**src/rtl/stopwatch_ssd_ctrl.sv**
```systemverilog
// MM:SS stopwatch with start/pause/clear control, driving a four-digit
// common-anode 7-segment display scanned by the divider's select lines.
module stopwatch_ssd_ctrl #(
    parameter int unsigned SCAN_W   = 2,
    parameter int unsigned DIGITS   = 4,
    parameter int unsigned MAX_TENS = 5
) (
    input  logic              clk,
    input  logic              rst_n,
    input  logic              clk_1hz,
    input  logic [SCAN_W-1:0] clk_ctl,
    input  logic              start_pb,
    input  logic              clr,
    output logic              running,
    output logic              wrap,
    output logic [DIGITS-1:0] ssd_ctl,
    output logic [7:0]        ssd_out
);

    localparam logic [3:0] MaxTens = 4'(MAX_TENS);
    localparam logic [3:0] MaxOnes = 4'd9;

    typedef enum logic [1:0] {
        StIdle,
        StRun,
        StPause
    } state_e;

    state_e state_q, state_d;

    logic clk_1hz_q;
    logic start_pb_q;
    logic tick;
    logic press;
    logic count_en;

    logic [3:0] sec_ones_q, sec_ones_d;
    logic [3:0] sec_tens_q, sec_tens_d;
    logic [3:0] min_ones_q, min_ones_d;
    logic [3:0] min_tens_q, min_tens_d;

    logic wrap_q, wrap_d;
    logic running_q;

    logic [DIGITS-1:0] ssd_ctl_q, ssd_ctl_d;
    logic [7:0]        ssd_out_q, ssd_out_d;
    logic [3:0]        digit_sel;
    logic              dp_sel;

    assign tick     = clk_1hz & ~clk_1hz_q;
    assign press    = start_pb & ~start_pb_q;
    assign count_en = (state_q == StRun) & tick & ~clr;

    // Next state: clear wins over everything; a PAUSE->RUN press swallows a same-cycle tick
    always_comb begin
        state_d = state_q;
        if (clr) begin
            state_d = StIdle;
        end else if (press) begin
            case (state_q)
                StIdle:  state_d = StRun;
                StRun:   state_d = StPause;
                StPause: state_d = StRun;
                default: state_d = StIdle;
            endcase
        end
    end

    // BCD carry chain through ss then mm
    always_comb begin
        sec_ones_d = sec_ones_q;
        sec_tens_d = sec_tens_q;
        min_ones_d = min_ones_q;
        min_tens_d = min_tens_q;
        wrap_d     = 1'b0;
        if (clr) begin
            sec_ones_d = 4'd0;
            sec_tens_d = 4'd0;
            min_ones_d = 4'd0;
            min_tens_d = 4'd0;
        end else if (count_en) begin
            if (sec_ones_q != MaxOnes) begin
                sec_ones_d = sec_ones_q + 4'd1;
            end else begin
                sec_ones_d = 4'd0;
                if (sec_tens_q != MaxTens) begin
                    sec_tens_d = sec_tens_q + 4'd1;
                end else begin
                    sec_tens_d = 4'd0;
                    if (min_ones_q != MaxOnes) begin
                        min_ones_d = min_ones_q + 4'd1;
                    end else begin
                        min_ones_d = 4'd0;
                        if (min_tens_q != MaxTens) begin
                            min_tens_d = min_tens_q + 4'd1;
                        end else begin
                            min_tens_d = 4'd0;
                            wrap_d     = 1'b1;
                        end
                    end
                end
            end
        end
    end

    function automatic logic [6:0] seg7(input logic [3:0] d);
        case (d)
            4'd0:    seg7 = 7'b0000001;
            4'd1:    seg7 = 7'b1001111;
            4'd2:    seg7 = 7'b0010010;
            4'd3:    seg7 = 7'b0000110;
            4'd4:    seg7 = 7'b1001100;
            4'd5:    seg7 = 7'b0100100;
            4'd6:    seg7 = 7'b0100000;
            4'd7:    seg7 = 7'b0001111;
            4'd8:    seg7 = 7'b0000000;
            4'd9:    seg7 = 7'b0000100;
            default: seg7 = 7'b1111111;
        endcase
    endfunction

    // Digit select; the decimal point marks the MM.SS separator on min_ones
    always_comb begin
        digit_sel = sec_ones_q;
        ssd_ctl_d = 4'b1110;
        dp_sel    = 1'b1;
        case (clk_ctl)
            SCAN_W'(0): begin
                digit_sel = sec_ones_q;
                ssd_ctl_d = 4'b1110;
            end
            SCAN_W'(1): begin
                digit_sel = sec_tens_q;
                ssd_ctl_d = 4'b1101;
            end
            SCAN_W'(2): begin
                digit_sel = min_ones_q;
                ssd_ctl_d = 4'b1011;
                dp_sel    = 1'b0;
            end
            SCAN_W'(3): begin
                digit_sel = min_tens_q;
                ssd_ctl_d = 4'b0111;
            end
            default: begin
                digit_sel = sec_ones_q;
                ssd_ctl_d = 4'b1110;
            end
        endcase
        ssd_out_d = {seg7(digit_sel), dp_sel};
    end

    always_ff @(posedge clk or posedge rst_n) begin
        if (rst_n) begin
            state_q    <= StIdle;
            clk_1hz_q  <= 1'b0;
            start_pb_q <= 1'b0;
            sec_ones_q <= 4'd0;
            sec_tens_q <= 4'd0;
            min_ones_q <= 4'd0;
            min_tens_q <= 4'd0;
            wrap_q     <= 1'b0;
            running_q  <= 1'b0;
            ssd_ctl_q  <= 4'b1111;
            ssd_out_q  <= 8'hFF;
        end else begin
            state_q    <= state_d;
            clk_1hz_q  <= clk_1hz;
            start_pb_q <= start_pb;
            sec_ones_q <= sec_ones_d;
            sec_tens_q <= sec_tens_d;
            min_ones_q <= min_ones_d;
            min_tens_q <= min_tens_d;
            wrap_q     <= wrap_d;
            // Tracks the state register exactly, no extra cycle of lag
            running_q  <= (state_d == StRun);
            ssd_ctl_q  <= ssd_ctl_d;
            ssd_out_q  <= ssd_out_d;
        end
    end

    assign running = running_q;
    assign wrap    = wrap_q;
    assign ssd_ctl = ssd_ctl_q;
    assign ssd_out = ssd_out_q;

endmodule

```
**config.mk**
```make
export PLATFORM = sky130hd
export DESIGN_NAME = stopwatch_ssd_ctrl
export DESIGN_NICKNAME = d
export VERILOG_FILES = /design/src/rtl/stopwatch_ssd_ctrl.sv
export SDC_FILE = /design/constraint.sdc
export NUM_CORES = 1
export LEC_CHECK = 0
export BUFFER_PORTS_ARGS = -buffer_cell sky130_fd_sc_hd__buf_4
export CORE_MARGIN = 4
export CORE_UTILIZATION = 57
export CTS_CLUSTER_DIAMETER = 40
export CTS_CLUSTER_SIZE = 30
export DETAILED_ROUTE_END_ITERATION = 10
export GPL_ROUTABILITY_DRIVEN = 0
export HOLD_SLACK_MARGIN = 0.05
export PLACE_DENSITY = 0.78
export SETUP_SLACK_MARGIN = 0.1
export SYNTH_ARGS = -nofsm -noshare
export SYNTH_HDL_FRONTEND = slang
export SYNTH_SLANG_ARGS = --single-unit
```
**constraint.sdc**
```tcl
create_clock -name clk -period 1.96 [get_ports clk]
set_clock_uncertainty 0.1 [all_clocks]
set_input_delay 0 -clock clk [delete_from_list [all_inputs] [get_ports clk]]
set_output_delay 0 -clock clk [all_outputs]
set_load 0.02 [all_outputs]
```
After elaboration in Yosys (flattened, before gate mapping)
Memories as Yosys holds them, arrays and structs flattened. A register that Yosys moved wholly into a read port is not among the register bits.
Cells that the tools add are included.
{"block": "totals", "regBits": 34, "rom_bits": 112, "inputBits": 7, "output_inout_bits": 14, "word_cells": 73, "mem_count": 1}
{"block": "classes", "n_addsub": 4, "eq_ne": 13, "mux": 30, "n_bitwise": 7, "reduce_logical": 7}
{"memory": "(name not given)", "words": 16, "word_bits": 7, "read_ports": 1, "rd_clocked_by_memory_dff": 1, "write_ports": 0, "line_no": "107", "source": "case (d)"}
{"cell": "4-bit two-way mux", "n": 18}
{"cell": "4-bit case mux with 4 select lines", "n": 2}
{"cell": "4-bit by 1-bit adder with 4-bit output, second input constant", "n": 4}
{"cell": "4-bit by 3-bit != test with 1-bit output, second input constant", "n": 2}
{"cell": "4-bit != test, second input constant", "n": 2}
{"cell": "1-bit two-way mux", "n": 7}
{"cell": "2-bit by 1-bit == test with 1-bit output, second input constant", "n": 3}
{"cell": "2-bit == test, second input constant", "n": 3}
{"cell": "2-bit != test, second input constant", "n": 3}
{"cell": "1-bit bitwise AND", "n": 4}
{"cell": "2-bit zero test", "n": 2}
{"cell": "2-bit two-way mux", "n": 2}
{"cell": "2-bit case mux with 2 select lines", "n": 1}
{"cell": "4-bit AND reduction", "n": 1}
{"cell": "1-bit inverter", "n": 3}
{"cell": "3-bit AND reduction", "n": 1}
{"cell": "2-bit AND reduction", "n": 1}
{"cell": "2-bit nonzero test", "n": 1}
{"cell": "2-bit OR reduction", "n": 1}

Depth between registers and ports, before layout
{"block": "depth", "word_depth": 7, "mapped_depth": 7, "ltp_nobuf": 6}

Worst setup path after synthesis
OpenSTA, ideal clock, no wires.
{"block": "synth_timing", "kind": "reg2reg", "from": "register sec_tens_q[1]", "to": "register min_ones_q[3]", "setup_time_ns": 0.080, "t_arrival_ns": 1.629, "required_time_ns": 1.780, "path_slack_ns": 0.151, "path_stages_with_launch": 7, "n_path_buf": 0, "period_less_slack_ns": 1.809, "path_cell_list": "dfrtp_1 > inv_1 > ha_1 > nand3b_4 > o31a_1 > or4_4 > o211ai_2"}
{"block": "synth_between", "elab_chain_cells": 3}
{"element": "start: declaration", "line_no": "38", "source": "logic [3:0] sec_tens_q, sec_tens_d;"}
{"element": "start signal: assignment", "line_no": "171", "source": "sec_tens_q <= sec_tens_d;"}
{"element": "4-bit by 3-bit != test with 1-bit output", "line_no": "86", "source": "if (sec_tens_q != MaxTens) begin"}
{"element": "2-bit != test (no line)"}
{"element": "3-bit AND reduction (no line)"}
{"element": "end signal: assignment", "line_no": "172", "source": "min_ones_q <= min_ones_d;"}
{"element": "end: declaration", "line_no": "39", "source": "logic [3:0] min_ones_q, min_ones_d;"}
No other way between the ends.
A chain may end at the register's enable or synchronous reset.

Worst setup path after layout
{"block": "layout_timing", "from": "register min_tens_q[1]", "to": "register ssd_out_q[3] (netlist: ssd_out[3])"}
{"block": "layout_between", "elab_chain_cells": 1}
{"element": "start: declaration", "line_no": "40", "source": "logic [3:0] min_tens_q, min_tens_d;"}
{"element": "start signal: assignment", "line_no": "173", "source": "min_tens_q <= min_tens_d;"}
{"element": "4-bit case mux with 4 select lines", "line_no": "127", "source": "case (clk_ctl)"}
{"element": "end: declaration", "line_no": "46", "source": "logic [7:0] ssd_out_q, ssd_out_d;"}
No other way between the ends.

==> reports/results.txt <==
Number of DRC markers in iteration 0 - 71
CP Data Arrival Time - 2030 ps
Logic pwr share - 20.4%
Routed Antenna Nets - 0
Starting density of the core - 62.15%
Critical path startpoint category - flop
Total track usage - 19.41%
Clk Latency, worst-skew pair - 330 ps
Post-synthesis area per instance - 11.01 um^2
Largest net degree at the start of global routing - 34
GR met3 Demand/Resource - 6.480%
Setup TNS Final - 0 ps
Clock power frac - 26.9%
Slew Viols, Final - 0
Worst slew pin tran - 402.1 ps
Die height - 63.77 um
M2 GR Usage - 33.25%
Total core area - 2853 um^2
Final setup fails - 0
Vias per cell - 5.769
Pwr dens - 657.4 nW/um^2
TritonCTS buffer count - 5
CP Capture Type - flop
Final period util - 94.54%
Initial antenna violation count - 0
Post-synthesis cell count - 161
Max_slew headroom - 73.19%
Met1 GRT Util - 22.44%
H-tree depth - 2
Tmin final - 1853 ps
Worst Path Required - 2130 ps
Max-cap viol count - 0
CTS max path bufs - 2
Synth Cell Area - 1773 um^2
Register area share after synthesis - 47.35%
Share of cells above drive strength 1 - 37.68%
WL final - 3.821 mm
Critical path class - flop to flop
Residual DRC count - 0
CTS tree - built
DP HPWL - 2.554 mm
Yosys top cell area share - 31.05%
RSZ-0062 raised after global routing - true
Status - finished clean
FP Rows - 19
Die footprint - 4067 um^2
Final net count - 226
First-pass GRT wire length - 6.078 mm
Seq pwr share - 52.7%
I/O pin count - 21
Final Hold Fails - 0
Leakage power - 1.047 nW
Max IR drop VDD - 0.4529 mV
Ys Warns - 0
Post-synth top flop - dfrtp_1
Post-synthesis register bit count - 33
Async set-reset flop share out of synthesis - 100.0%
Crit Path Max Fanout - 6
Synth cell types - 42
Pint - 0.001063 W
Hold slack - 201.9 ps
Switching Share - 27.82%
Net Count, Synth - 181
Drt wl/cell - 16.05 um
Largest cells by area after synthesis - dfrtp_1 31%, dfstp_2 16%, ha_1 9.2%
First drt pass iteration count - 4
Clk sinks - 33
# diodes - 0
Cell taking the most area after synthesis - dfrtp_1
Root Buffer Master - clkbuf_4
Die Span X - 63.77 um
Post-synth top cells - 22 x dfrtp_1, 15 x nand2_1, 13 x ha_1, 13 x o21ai_0, 12 x nor2_1
Number of flops mapped to enable cells by yosys - 0
Area Growth Syn to Fin - 26.39%
Overflow after GRT - 0
GR peak layer - met2
Via count - 1373
P_sw - 0.0004098 W
Number of port buffers - 20
Hold crit path type - primary input to async pin
Count leader, synth - dfrtp_1
Fmax - 539.7 MHz
Number of global-route vias before repair - 1339
Clock edge transition at the registers on the reported setup and hold paths - 100 ps
# fillers - 176
Worst r2r path cells - 5
cells in the final DEF, fill, tap and decap left out, drive strengths merged, types with 2 or more instances in the layout:
cell,synthesis,final
ha,13,13
clkbuf,2,8
dlygate4sd3,0,7
nand3b,4,4
xor2,4,4
nand3,4,4
or2,3,3
nor3,2,2
a21oi,5,5
buf,2,35
nand2,15,15
nor2b,3,3
nand2b,8,8
mux2i,2,2
o21ai,13,13
nor2,12,12
dfrtp,22,22
o31ai,2,2
dfstp,11,11
o2111ai,2,2
inv,9,9
mux4,4,4
cell type report:
class	count	area (um^2)	area share, %
well taps	31	38.79	1.731
flip-flops and latches	33	844.6	37.69
inverters	9	36.28	1.619
clock buffers	8	58.81	2.624
repair buffers	42	332.8	14.85
multi-input cells	115	929.6	41.49
final timing paths:
kind | to | slack, ps | from
worst max-delay path | ssd_out[3] | 110 | min_tens_q[1]
worst min-delay path | sec_ones_q[2] | 200 | rst_n
worst max register to register | ssd_out[3] | 110 | min_tens_q[1]
worst min register to register | min_tens_q[3] | 450 | min_tens_q[3]
max in group asynchronous | ssd_ctl[3] | 1220 | rst_n
min in group clk | start_pb_q | 220 | start_pb
power by group through the flow:
| stage | combinational, W | clock, W | sequential (W) |
|---|---|---|---|
| global route | 0.000330 | 0.000450 | 0.000782 |
| CTS | 0.000261 | 0.000406 | 0.000778 |
| finish | 0.000301 | 0.000396 | 0.000776 |
| floorplan | 0.000133 | 0 | 0.000813 |
| detailed placement | 0.000241 | 0 | 0.000790 |
| global placement | 0.000232 | 0 | 0.000788 |
sequential cells by signal, indices dropped and copies added, names as in the netlist:
register and cells:
start_pb_q 1, ssd_out 7, min_tens_q 4, sec_ones_q 4
running 1, ssd_ctl 4, wrap 1, sec_tens_q 4
clk_1hz_q 1, min_ones_q 4, state_q 2
worst max-delay path, cell delays in order (launching register included):
cell and delay [ps]:
dfrtp_1 440, mux4_2 600, inv_2 140, ha_1 170
nand2b_1 90, mux2_2 270
through the flow:
stage          total power, W  area [um^2]  cells  util (%)  worst slack, ps
2_1_floorplan       0.0009458         1773    161         -            150.8
3_3_place_gp         0.001020         1962    211     68.77            104.0
3_5_place_dp         0.001032         1962    211     68.77            17.34
4_1_cts              0.001445         2116    229     74.17            122.2
5_1_grt              0.001562         2241    238     78.55            14.67
6_report             0.001473         2241    238     78.55            107.1
what timing repair did:
action                                 4_1_cts  5_1_grt
endpoints found under the hold margin       49        0
buffers inserted                             3        9
setup endpoints to repair                    4       12
hold buffers                                 7        0
resized for setup                            3       16
pin swaps                                    1        5
kinds of logic after synthesis:
family	count (synthesis)	synth area share [%]
adder cells (fa/ha/maj)	13	9.175
buffers and inverters	13	3.175
flip-flops	33	47.35
XOR/XNOR	5	2.470
multiplexers	7	6.846
AO/OA/AOI/OAI	29	10.59
AND/OR/NAND/NOR	61	20.40
layer usage:
| metal | up-vias | part of all wire (%) |
|---|---|---|
| met3 | 10 | 4.6 |
| met5 | - | 0 |
| met1 | 665 | 44 |
| met2 | 42 | 50 |
| met4 | 0 | 2.2 |
| li1 | 656 | - |
(Power assumes the default switching activity.)
